### src/rtl/wind_conditioner.sv
// Purpose : conditions two raw async wind switches into a legal 2-bit wind code plus a periodic step strobe.
// Latency : steady raw change reaches the debounced value after DEBOUNCE_CYCLES+3 edges; wind follows at the next step load.
// Backpressure: none; step fires every STEP_PERIOD cycles unconditionally and is never gated by illegal.
//
// Ports:
//   clk      in   system clock, rising-edge active
//   reset    in   asynchronous active-low reset
//   sw_wind  in   [1:0] raw switch levels (00 calm, 01 from right, 10 from left, 11 illegal)
//   wind     out  [1:0] last legal debounced code, reloaded only on step edges
//   step     out  registered one-cycle advance strobe
//   illegal  out  high while the debounced value is 2'b11
module wind_conditioner #(
  parameter int DEBOUNCE_CYCLES = 4,
  parameter int STEP_PERIOD     = 8
) (
  input  logic       clk,
  input  logic       reset,
  input  logic [1:0] sw_wind,
  output logic [1:0] wind,
  output logic       step,
  output logic       illegal
);

  localparam int DW = (DEBOUNCE_CYCLES > 1) ? $clog2(DEBOUNCE_CYCLES) : 1;
  localparam int SW = (STEP_PERIOD > 1) ? $clog2(STEP_PERIOD) : 1;

  localparam logic [DW-1:0] DCNT_MAX = DW'(DEBOUNCE_CYCLES - 1);
  localparam logic [SW-1:0] SCNT_MAX = SW'(STEP_PERIOD - 1);

  logic [1:0]    sync_d;
  logic [1:0]    sync_q;
  logic [1:0]    candidate;
  logic [DW-1:0] dcnt;
  logic [1:0]    stable;
  logic [1:0]    last_legal;
  logic [SW-1:0] scnt;

  // Two-flop synchronizer per bit; sync_q is the first value safe to use.
  always_ff @(posedge clk or negedge reset) begin
    if (!reset) begin
      sync_d <= 2'b00;
      sync_q <= 2'b00;
    end else begin
      sync_d <= sw_wind;
      sync_q <= sync_d;
    end
  end

  // Debounce: a new value first becomes the candidate, then must keep
  // matching until dcnt saturates before it is copied into stable.
  // Any mismatch restarts the count against the newer value.
  always_ff @(posedge clk or negedge reset) begin
    if (!reset) begin
      candidate <= 2'b00;
      dcnt      <= '0;
      stable    <= 2'b00;
    end else if (sync_q != candidate) begin
      candidate <= sync_q;
      dcnt      <= '0;
    end else if (dcnt < DCNT_MAX) begin
      dcnt <= dcnt + DW'(1);
    end else begin
      stable <= candidate;
    end
  end

  assign illegal = (stable == 2'b11);

  // Remember the most recent legal debounced code so an illegal setting
  // freezes the presented wind rather than passing 11 downstream.
  always_ff @(posedge clk or negedge reset) begin
    if (!reset) begin
      last_legal <= 2'b00;
    end else if (stable != 2'b11) begin
      last_legal <= stable;
    end
  end

  // Step generator: free-running period counter. wind is reloaded on the
  // same edge that raises step, so the consumer sees the new code during
  // the step cycle and samples it on the edge that ends it.
  always_ff @(posedge clk or negedge reset) begin
    if (!reset) begin
      scnt <= '0;
      step <= 1'b0;
      wind <= 2'b00;
    end else if (scnt == SCNT_MAX) begin
      scnt <= '0;
      step <= 1'b1;
      wind <= last_legal;
    end else begin
      scnt <= scnt + SW'(1);
      step <= 1'b0;
    end
  end

endmodule
### config.mk
export PLATFORM = sky130hd
export DESIGN_NAME = wind_conditioner
export DESIGN_NICKNAME = d
export VERILOG_FILES = /design/src/rtl/wind_conditioner.sv
export SDC_FILE = /design/constraint.sdc
export NUM_CORES = 1
export LEC_CHECK = 0
export CAP_MARGIN = 25
export CORE_MARGIN = 1.5
export CORE_UTILIZATION = 50
export CTS_BUF_LIST = sky130_fd_sc_hd__clkbuf_8 sky130_fd_sc_hd__clkbuf_16
export DETAILED_ROUTE_END_ITERATION = 12
export GPL_TIMING_DRIVEN = 0
export PLACE_DENSITY = 0.81
export SYNTH_ARGS = -nofsm -noshare
export SYNTH_HDL_FRONTEND = slang
export SYNTH_SLANG_ARGS = --single-unit
### constraint.sdc
create_clock -name clk -period 1.7 [get_ports clk]
set_clock_uncertainty 0.1 [all_clocks]
set_input_delay 0.255 -clock clk [delete_from_list [all_inputs] [get_ports clk]]
set_output_delay 0.255 -clock clk [all_outputs]
set_load 0.03 [all_outputs]
==> flow_summary_export.csv <==
group,metric,value,unit
clocking,numCtsBuffers,3,
placed_design,gp_congestion,0.641,
timing,fmax,0.618,GHz
critical_path,rr_endpoint,"wind[0]$_DFFE_PN0N_",
run,cap_violations,0,
placed_design,dp_hpwl,599,µm
pwr,power_density,1030,nW/µm²
global_route,antenna_found_initial,0,
yosys,syn_nets,57,
timing,hold_viol,0,
global_route,grt_pass1_wl,1.44,mm
clocking,clk_latency,0.25,ns
clocking,htreeDepth,1,
cells_and_area,fin_util,68.9,%
route,wl,873,µm
timing,hold_ws,0.254,ns
clocking,postCtsSetupBuffers,0,
hold_path,holdCritPathClass,"flip-flop to flip-flop",
cells_and_area,antenna_cells,0,
critical_path,rrSetupSlack,0.34,ns
yosys,ys_ff_latch,18,
global_route,grt_overflow_total,0,
cells_and_area,final_common_cell,"dfrtp_1",
floorplan,chipWidth,39.5,µm
floorplan,die_y,39.5,µm
timing,period_minus_slack,1.62,ns
critical_path,cp_max_fo,2,
critical_path,worstReg2RegStart,"scnt[0]$_DFF_PN0_",
timing,setup_tns,0,ns
critical_path,worstPathCellList,"clkdlybuf4s50_1",
route,drt_iter0_drc,4,
global_route,grt_max_degree,19,
route,viasPerCell,5.07,
route,dr.pass1.iters,4,
cells_and_area,design_area,807,µm²
clocking,ctsResizeCount,1,
critical_path,cpLargestDelayFamily,"buffers and inverters",
cells_and_area,nets,69,
global_route,track_usage,15.7,%
placed_design,portBuffers,7,
yosys,avgSynthCellArea,13.6,µm²
clocking,cts_root_buf,"clkbuf_8",
placed_design,dp_cells,70,
floorplan,ioPinCount,8,
critical_path,r2r_cells,3,
floorplan,die-area,1560,µm²
pwr,ir_worst_vdd,0.000632,V
timing,drv_slew,0,
critical_path,endpoint_kind,"output port",
route,wl_per_cell,11.8,µm
outcome,outcome,"finished clean",
critical_path,path_class,"flip-flop to output port",
cells_and_area,areaGrowthSynthToFinish,21.2,%
yosys,synthCells,49,
timing,max_slew_margin,49.3,%
critical_path,cpPeakStageDelay,0.67,ns
critical_path,cp.arrival,1.26,ns
floorplan,core_area,1170,µm²
yosys,synth_seq_area_share,67.7,%
hold_path,min_path_cells,0,
cells_and_area,final_cell_mix,"dfrtp_1 (18), clkdlybuf4s50_1 (6)",
floorplan,start_util,56.8,%
pwr,leakage,0.398,nW
timing,rsz0062_at_grt,"false",
cells_and_area,fin_cells,74,
critical_path,worstPathBufferInverterCount,1,
yosys,syn_area,666,µm²
critical_path,worstPathRequired,1.34,ns
clocking,max-clock-path-buffers,2,
route,drc,0,
timing,worst_slew_pin_slew,0.758,ns
timing,setup-violations-final,0,
route,route.vias.total,375,
floorplan,num_rows,12,
timing,period_share,95.2,%
clocking,clk_pin_slew,0.06,ns
critical_path,crit_slowest_cell,"clkdlybuf4s50_1",
placed_design,place_area,753,µm²
global_route,grt_pass1_vias,349,
cells_and_area,drive_above_1_share,10.0,%
clocking,cts_tree,"done",
clocking,ctsHoldBuffers,0,
clocking,clock-sinks,18,
yosys,post_synth_num_cell_types,15,
yosys,ys_warn_count,0,
route,drtAntennaViolNets,0,
cells_and_area,fill_cells,87,
critical_path,critPathLaunchType,"flip-flop",
hold_path,holdPathEnd,"sync_q[1]$_DFF_PN0_",
hold_path,hp-start,"sync_d[1]$_DFF_PN0_",
registers in the layout (all words and copies together), names as in the netlist:
signal	count
sync_q	2
candidate	2
wind	2
step	1
dcnt	2
scnt	3
last_legal	2
sync_d	2
stable	2
per-stage QoR:
stage / setup slack [ns] / power, W
after global placement: 0.181 / 0.000495
final: 0.0815 / 0.000829
after global routing: 0.0462 / 0.000865
after detailed placement: 0.171 / 0.000498
after floorplan: 0.427 / 0.000477
after CTS: 0.0678 / 0.000842
worst max path at each step:
stage                                      to  cells after the start  slack [ns]             startpoint
after floorplan           wind[0]$_DFFE_PN0N_                      3        0.43      scnt[0]$_DFF_PN0_
after global placement                illegal                      3        0.18  stable[1]$_DFFE_PN0P_
after detailed placement              illegal                      3        0.17  stable[1]$_DFFE_PN0P_
after CTS                             wind[0]                      1        0.07    wind[0]$_DFFE_PN0N_
after global routing                  wind[1]                      1        0.05    wind[1]$_DFFE_PN0N_
final                                 wind[0]                      1        0.08    wind[0]$_DFFE_PN0N_
report_power, final:
group	internal [W]	switching [W]
clock	0.000206	0.000134
combinational	0.0000186	0.0000212
sequential	0.000441	0.00000886
cells by family after synthesis:
kind of cell             share of synthesized area (%)
buffers and inverters                             3.95
adder cells (fa/ha/maj)                           7.52
flip-flops                                        67.7
AO/OA/AOI/OAI                                     6.77
AND/OR/NAND/NOR                                   5.26
multiplexers                                      4.89
XOR/XNOR                                          3.95
routing by layer:
metal  GRT usage [%]  part of all wire [%]
met1            17.4                    47
met5               0                     0
met3            5.11                   6.2
met2            24.2                    45
met4            12.9                   1.8
worst register-to-register path: cells and delay by family, from the launching register on:
kind,cells,cell delay [ns]
flops,1,0.39
mux,1,0.30
fa+ha+maj,2,0.46
cells in the mapped netlist:
library cell,instances,area (µm²)
nor2b_1,1,6.26
xnor2_1,2,17.5
ha_1,4,50.1
xor2_1,1,8.76
inv_1,4,15.0
o21a_1,2,15.0
a31oi_1,2,12.5
nand2_1,1,3.75
a2bb2oi_1,2,17.5
dfrtp_1,18,450
clkbuf_1,3,11.3
nand3_1,2,10.0
mux2i_1,1,10.0
nor2_1,4,15.0
mux2_2,2,22.5
area by class of cell:
| type | count | area [µm²] | share of cell area, % |
|---|---|---|---|
| Timing Repair Buffer | 7 | 68.8 | 8.53 |
| Inverter | 4 | 15.0 | 1.86 |
| Clock buffer | 4 | 55.1 | 6.82 |
| Sequential cell | 18 | 450 | 55.8 |
| Buffer | 3 | 11.3 | 1.40 |
| Tap cell | 14 | 17.5 | 2.17 |
| Multi-Input combinational cell | 24 | 189 | 23.4 |
(Power assumes the default switching activity.)
